`config.mk`:
```
export PLATFORM = sky130hd
export DESIGN_NAME = mix_accum_clip_flat
export DESIGN_NICKNAME = d
export VERILOG_FILES = /design/src/rtl/mix_pkg.sv /design/src/rtl/mix_accum_clip_if.sv /design/src/rtl/sat_narrow.sv /design/src/rtl/mix_accum_clip.sv /design/src/flat_wrapper.sv
export SDC_FILE = /design/constraint.sdc
export NUM_CORES = 1
export LEC_CHECK = 0
export ABC_AREA = 0
export BUFFER_PORTS_ARGS = -buffer_cell sky130_fd_sc_hd__buf_2
export CAP_MARGIN = 20
export CORE_UTILIZATION = 26
export CTS_CLUSTER_SIZE = 8
export DETAILED_ROUTE_END_ITERATION = 8
export RECOVER_POWER = 50
export SYNTH_ARGS = -nofsm -noshare
export SYNTH_HDL_FRONTEND = slang
export SYNTH_SLANG_ARGS = --single-unit
```
`constraint.sdc`:
```
create_clock -name iClk -period 3.7 [get_ports iClk]
set_input_delay 0.185 -clock iClk [delete_from_list [all_inputs] [get_ports iClk]]
set_output_delay 0.185 -clock iClk [all_outputs]
set_load 0.01 [all_outputs]
```
`src/rtl/mix_pkg.sv`:
```
// mix_pkg: shared types and helpers for the saturating mixer and its
// shift+saturate stage.
//   state_t     : mixer FSM states (IDLE, ACCUM, SAT)
//   accWidth()  : accumulator width that cannot overflow for nch channels
//   satHi/satLo : signed saturation limits for an outW-bit result
package mix_pkg;

  typedef enum logic [1:0] {
    IDLE  = 2'd0,
    ACCUM = 2'd1,
    SAT   = 2'd2
  } state_t;

  // One extra bit beyond the channel-count growth keeps the sign intact.
  function automatic int accWidth(input int inW, input int nch);
    return inW + $clog2(nch) + 1;
  endfunction

  function automatic longint satHi(input int outW);
    return (longint'(1) <<< (outW - 1)) - longint'(1);
  endfunction

  function automatic longint satLo(input int outW);
    return -(longint'(1) <<< (outW - 1));
  endfunction

endpackage

```
`src/rtl/mix_accum_clip_if.sv`:
```
// mix_accum_clip_if: request/result bundle of the mixer.
//   iStart/iIn/iMask/iClrClip : driven by the master (voice side)
//   oBusy/oValid/oOut/oClip/oClipSticky/oClipCount : driven by the mixer (slave)
interface mix_accum_clip_if #(
  parameter int IN_W  = 16,
  parameter int OUT_W = 16,
  parameter int NCH   = 3,
  parameter int CNT_W = 8
);
  logic                iStart;
  logic [NCH*IN_W-1:0] iIn;
  logic [NCH-1:0]      iMask;
  logic                iClrClip;
  logic                oBusy;
  logic                oValid;
  logic [OUT_W-1:0]    oOut;
  logic                oClip;
  logic                oClipSticky;
  logic [CNT_W-1:0]    oClipCount;

  modport master (
    output iStart, iIn, iMask, iClrClip,
    input  oBusy, oValid, oOut, oClip, oClipSticky, oClipCount
  );

  modport slave (
    input  iStart, iIn, iMask, iClrClip,
    output oBusy, oValid, oOut, oClip, oClipSticky, oClipCount
  );
endinterface

```
`src/rtl/sat_narrow.sv`:
```
// sat_narrow: combinational arithmetic right shift followed by signed
// saturation from ACC_W to OUT_W bits.
//   iAcc  : signed ACC_W-bit input
//   oOut  : signed OUT_W-bit saturated result
//   oClip : 1 when a limit was applied (landing exactly on a limit is not a clip)
module sat_narrow
  import mix_pkg::*;
#(
  parameter int ACC_W = 19,
  parameter int OUT_W = 16,
  parameter int SHIFT = 0
) (
  input  logic signed [ACC_W-1:0] iAcc,
  output logic signed [OUT_W-1:0] oOut,
  output logic                    oClip
);

  // Compare at a width that holds both the input and the limits.
  localparam int CW = (ACC_W > OUT_W) ? ACC_W : OUT_W;
  localparam logic signed [CW-1:0] HI = CW'(satHi(OUT_W));
  localparam logic signed [CW-1:0] LO = CW'(satLo(OUT_W));

  logic signed [ACC_W-1:0] shifted;
  logic signed [CW-1:0]    wide;

  // >>> on a signed operand floors toward minus infinity.
  always_comb begin
    shifted = iAcc >>> SHIFT;
    wide    = CW'(shifted);
    oClip   = 1'b0;
    oOut    = wide[OUT_W-1:0];
    if (wide > HI) begin
      oOut  = HI[OUT_W-1:0];
      oClip = 1'b1;
    end else if (wide < LO) begin
      oOut  = LO[OUT_W-1:0];
      oClip = 1'b1;
    end
  end

endmodule

```
`src/rtl/mix_accum_clip.sv`:
```
// mix_accum_clip: time-multiplexed NCH-channel saturating mixer.
//   iClk, iRst : clock, asynchronous active-high reset
//   bus        : mix_accum_clip_if.slave (start/samples/mask/clear in,
//                busy/valid/result/clip flags/clip counter out)
// A start in IDLE captures the samples and mask, one channel is added per
// clock, and the saturated result appears with a one-cycle oValid in SAT.
module mix_accum_clip
  import mix_pkg::*;
#(
  parameter int IN_W  = 16,
  parameter int OUT_W = 16,
  parameter int NCH   = 3,
  parameter int SHIFT = 0,
  parameter int CNT_W = 8
) (
  input  logic            iClk,
  input  logic            iRst,
  mix_accum_clip_if.slave bus
);

  localparam int ACC_W = accWidth(IN_W, NCH);
  localparam int IDX_W = (NCH > 1) ? $clog2(NCH) : 1;

  state_t                  state, nextState;
  logic [NCH*IN_W-1:0]     inQ;
  logic [NCH-1:0]          maskQ;
  logic signed [ACC_W-1:0] acc, accNext;
  logic [IDX_W-1:0]        idx;
  logic signed [IN_W-1:0]  chSel;
  logic                    lastCh;
  logic signed [OUT_W-1:0] satOut;
  logic                    satClip;
  logic [OUT_W-1:0]        outQ;
  logic                    clipQ, validQ, stickyQ;
  logic [CNT_W-1:0]        countQ;

  // State register.
  always_ff @(posedge iClk or posedge iRst) begin
    if (iRst) state <= IDLE;
    else      state <= nextState;
  end

  // Next state; starts outside IDLE are simply dropped.
  always_comb begin
    nextState = state;
    case (state)
      IDLE:    if (bus.iStart) nextState = ACCUM;
      ACCUM:   if (lastCh) nextState = SAT;
      SAT:     nextState = IDLE;
      default: nextState = IDLE;
    endcase
  end

  // Channel select and running sum. The result is saturated from accNext so
  // it is registered on entry to SAT and is visible while oValid is high.
  always_comb begin
    chSel = '0;
    if (maskQ[idx]) chSel = inQ[int'(idx)*IN_W +: IN_W];
    accNext = acc + ACC_W'(chSel);
    lastCh  = (idx == IDX_W'(NCH - 1));
  end

  sat_narrow #(
    .ACC_W(ACC_W),
    .OUT_W(OUT_W),
    .SHIFT(SHIFT)
  ) u_sat (
    .iAcc (accNext),
    .oOut (satOut),
    .oClip(satClip)
  );

  // Capture, accumulation, result registers and clip bookkeeping. A clear
  // in the same SAT cycle as a clip still records that clip.
  always_ff @(posedge iClk or posedge iRst) begin
    if (iRst) begin
      inQ     <= '0;
      maskQ   <= '0;
      acc     <= '0;
      idx     <= '0;
      outQ    <= '0;
      clipQ   <= 1'b0;
      validQ  <= 1'b0;
      stickyQ <= 1'b0;
      countQ  <= '0;
    end else begin
      validQ <= 1'b0;
      case (state)
        IDLE: begin
          if (bus.iStart) begin
            inQ   <= bus.iIn;
            maskQ <= bus.iMask;
            acc   <= '0;
            idx   <= '0;
          end
        end
        ACCUM: begin
          acc <= accNext;
          idx <= idx + IDX_W'(1);
          if (lastCh) begin
            outQ   <= satOut;
            clipQ  <= satClip;
            validQ <= 1'b1;
          end
        end
        default: ;
      endcase

      if (state == SAT && clipQ) begin
        stickyQ <= 1'b1;
        if (bus.iClrClip)        countQ <= CNT_W'(1);
        else if (countQ != '1)   countQ <= countQ + CNT_W'(1);
      end else if (bus.iClrClip) begin
        stickyQ <= 1'b0;
        countQ  <= '0;
      end
    end
  end

  assign bus.oBusy       = (state != IDLE);
  assign bus.oValid      = validQ;
  assign bus.oOut        = outQ;
  assign bus.oClip       = clipQ;
  assign bus.oClipSticky = stickyQ;
  assign bus.oClipCount  = countQ;

endmodule

```
`src/flat_wrapper.sv`:
```
// flat-port wrapper written by rule: the top's interface ports become plain ports
module mix_accum_clip_flat import mix_pkg::*;
#(
  parameter int IN_W  = 16,
  parameter int OUT_W = 16,
  parameter int NCH   = 3,
  parameter int SHIFT = 0,
  parameter int CNT_W = 8
)
  (iClk, iRst, bus_iStart, bus_iIn, bus_iMask, bus_iClrClip, bus_oBusy, bus_oValid, bus_oOut, bus_oClip, bus_oClipSticky, bus_oClipCount);
  mix_accum_clip_if #(.IN_W(IN_W), .OUT_W(OUT_W), .NCH(NCH), .CNT_W(CNT_W)) bus_i ();
  input  logic iClk;
  input  logic iRst;
  input wire logic [$bits(bus_i.iStart)-1:0] bus_iStart;
  input wire logic [$bits(bus_i.iIn)-1:0] bus_iIn;
  input wire logic [$bits(bus_i.iMask)-1:0] bus_iMask;
  input wire logic [$bits(bus_i.iClrClip)-1:0] bus_iClrClip;
  output wire logic [$bits(bus_i.oBusy)-1:0] bus_oBusy;
  output wire logic [$bits(bus_i.oValid)-1:0] bus_oValid;
  output wire logic [$bits(bus_i.oOut)-1:0] bus_oOut;
  output wire logic [$bits(bus_i.oClip)-1:0] bus_oClip;
  output wire logic [$bits(bus_i.oClipSticky)-1:0] bus_oClipSticky;
  output wire logic [$bits(bus_i.oClipCount)-1:0] bus_oClipCount;
  assign bus_i.iStart = bus_iStart;
  assign bus_i.iIn = bus_iIn;
  assign bus_i.iMask = bus_iMask;
  assign bus_i.iClrClip = bus_iClrClip;
  assign bus_oBusy = bus_i.oBusy;
  assign bus_oValid = bus_i.oValid;
  assign bus_oOut = bus_i.oOut;
  assign bus_oClip = bus_i.oClip;
  assign bus_oClipSticky = bus_i.oClipSticky;
  assign bus_oClipCount = bus_i.oClipCount;
  mix_accum_clip #(.IN_W(IN_W), .OUT_W(OUT_W), .NCH(NCH), .SHIFT(SHIFT), .CNT_W(CNT_W)) u_core (.iClk(iClk), .iRst(iRst), .bus(bus_i));
endmodule
```
==> results_dict.tcl <==
set metrics [dict create \
    crit_arrival_ps 3870 \
    routed-wl-met2_mm 6.119 \
    fin_ws_ps 101.4 \
    die_x_um 148.4 \
    met3WireLength_um 688 \
    syn-instance-count 634 \
    grt_max_degree 80 \
    min_from "bus_iIn[19]" \
    finalHoldViolCount 0 \
    ys_types 59 \
    postSynthAreaPerCell_um2 8.794 \
    viasPerCell 4.582 \
    synth_edf_count 0 \
    clk_latency_ps 360 \
    fin_area_mm2 0.006978 \
    tritoncts "yes" \
    drv_cap 1 \
    grt_pass1_wl_mm 23.11 \
    grt_overflow_total 0 \
    place_ws_ps -43.56 \
    dp_hpwl_mm 9.988 \
    die_y_um 148.4 \
    irDropWorstVdd_mv 0.3011 \
    post_dp_cell_area_mm2 0.006341 \
    vias 4628 \
    clock_sinks 101 \
    numPortBuffers 82 \
    grt_antenna_before_repair 0 \
    rows 53 \
    cts.root.buffer_cell "clkbuf_16" \
    initialDrtViolationCount 229 \
    ys_seq_area_frac 0.4533 \
    wl_per_cell_um 13.94 \
    diodes 0 \
    cts_max_path_buffers 2 \
    top_layer "met4" \
    met1_length_mm 7.110 \
    fin_worst_skew_ps 9.299 \
    p_leak_nw 3.287 \
    wl_mm 14.08 \
    die_area_mm2 0.02203 \
    min_period_ps 3599 \
    r2r-start "u_core.idx[0]" \
    globalplace.congestion 0.8512 \
    power_density_mw_per_mm2 841.0 \
    crit_path_start "u_core.idx[0]" \
    slew_violations 70 \
    core_mm2 0.02102 \
    synth_top_area_share 0.4533 \
    critPathKind "reg2reg" \
    cp_max_fo 8 \
    min_path_type "in2reg" \
    drcViolationCount 0 \
    start_kind "register" \
    required_ps 3970 \
    grtUsageTotal 0.1326 \
    nets 806 \
    status "finished with violations" \
    postLayoutCoreUtil 0.3319 \
    syn_to_final_growth_pct 25.16 \
    io-pin-count 83 \
    yosysWarnings 0 \
    fmax_mhz 277.9 \
    worst_pin_slew_ps 1731 \
    synth-seq-cells 101 \
    drive_gt1_frac 0.2231 \
    period_share 0.9726 \
    grt_pass1_vias 4566 \
    async_flop_share 1.000 \
    ant_nets 0 \
    critPathCaptureType "register" \
    nFillCells 2209 \
    netlist_area_mm2 0.005575 \
    synthTopCellsByArea "dfrtp_1 (45%), nand2_1 (12%), ha_1 (4.5%)" \
    rsz0062_at_grt "true" \
    start_util 0.2652 \
    relSlewSlack -0.1538 \
    cts-htree-levels 3 \
    violations "capacitance limit, slew limit" \
    dr.pass1.iters 4 \
    synth_top_area_cell "dfrtp_1" \
    ys.flop_type "dfrtp_1" \
    syn_nets 710 \
    cts_made_buffers 9 \
    setup_viol 0 \
    clk_pin_slew_ps 80 \
]
-- final cells by class --
class / count / area, µm² / area share
Multi-Input combinational cell: 481 / 2969 / 0.4255
Timing Repair Buffer: 121 / 772.0 / 0.1106
Clock inverter: 7 / 77.57 / 0.01112
Clock buffer: 9 / 225.2 / 0.03228
Sequential cell: 101 / 2529 / 0.3624
Tap cell: 275 / 344.1 / 0.04931
Inverter: 16 / 61.31 / 0.008786
-- cell families after synthesis --
kind of cell / after synthesis / share of synthesized area
xor gates and xnor gates: 16 / 0.02514
buffers and inverters: 52 / 0.03995
DFF: 101 / 0.4533
muxes: 19 / 0.03411
adders and majority gates: 21 / 0.04847
AOI/OAI and AO/OA: 121 / 0.1623
and+or+nand+nor: 304 / 0.2368
-- final timing paths --
path	end	slack, ps	depth (start not counted)
setup / recovery	u_core.bus.oOut[9]	100	17
min in group asynchronous	u_core.maskQ[0]	360	3
hold reg to reg	u_core.inQ[19]	480	2
max in group asynchronous	u_core.idx[0]	1260	4
hold / removal	u_core.inQ[19]	10	3
setup reg to reg	u_core.bus.oOut[9]	100	17
-- cells in the final DEF, fill, tap and decap left out, drive strengths merged, types with 4 or more instances in the layout --
master	count
nand2	172
o21ai	32
o221ai	11
a21o	9
nand2b	8
a21oi	27
or2	4
and2	4
dfrtp	101
buf	98
nand4	4
xnor2	8
xor2	8
nand3	28
o31ai	11
nor4	4
nor2	61
clkbuf	21
mux2i	19
inv	18
a211oi	5
dlygate4sd3	11
and3	5
nor2b	4
ha	20
o22ai	4
-- worst max-delay path, cell delays in order, from the launching register on --
cell and delay (ps):
dfrtp_2 470, buf_12 160, mux2i_1 110, nor2_1 100, a21oi_1 50, nor2_1 160
ha_2 230, inv_2 40, fa_2 340, nand2b_4 170, a2111oi_4 430, o41ai_4 140
nand2_1 130, nand4b_4 140, nor4_4 300, a21oi_2 140, clkbuf_16 190, o31ai_2 210
-- per-layer routing --
| metal | track usage | vias to the layer above |
|---|---|---|
| met2 | 0.1925 | 89 |
| met4 | 0.03866 | 0 |
| met3 | 0.02914 | 11 |
| met5 | 0 | - |
| li1 | - | 2360 |
| met1 | 0.1947 | 2168 |
-- report_power, final --
| part | total (mW) | internal [mW] | switching [mW] |
|---|---|---|---|
| Sequential | 1.80 | 1.53 | 0.266 |
| Combinational | 3.12 | 1.26 | 1.85 |
| Clock | 0.955 | 0.479 | 0.476 |
-- registers in the layout (all words and copies together) (netlist names) --
name                    count
u_core.bus.oClipSticky      1
u_core.maskQ                3
u_core.bus.oClipCount       8
u_core.bus.oValid           1
u_core.inQ                 48
u_core.bus.oOut            16
u_core.idx                  2
u_core.acc                 19
u_core.bus.oClip            1
u_core.state                2
-- synthesized netlist by cell type (all sizes together), types with 2 or more instances --
library cell  instances
nand3b                3
inv                  16
and2                  4
o221ai               11
buf                  10
nand4                 4
or2                   4
o22a                  2
xor2                  8
clkbuf               26
nor3                  3
nand2b                8
a31oi                 3
o311ai                2
and3                  5
nor2b                 4
dfrtp               101
a311oi                3
nand2               172
nor2                 61
a21oi                27
o22ai                 4
nand3                28
nor4                  4
o41ai                 2
o21a                  2
o31ai                11
o21ai                32
a2111oi               2
ha                   20
o21bai                2
xnor2                 8
a211oi                5
mux2i                19
a21o                  9
-- per-stage QoR --
step / hold WS (ps) / TNS, ps / total power [mW] / instances
after detailed placement: 377.6 / -160.3 / 4.666 / 974
after CTS: 2.503 / 0 / 5.651 / 1000
final: 13.91 / 0 / 5.869 / 1010
after floorplan: 290.4 / 0 / 3.806 / 634
after global placement: 377.9 / 0 / 4.614 / 974
after global routing: 15.83 / -619.2 / 6.370 / 1010
-- what timing repair did --
item | CTS | global route
buffers inserted | 0 | 7
pin swaps | 0 | 11
hold buffers | 10 | 1
cloned | 0 | 1
endpoints found under the setup margin | 11 | 17
gates resized for setup | 2 | 33
endpoints found under the hold margin | 10 | 9
No activity file was read; power rests on OpenSTA's default activity.
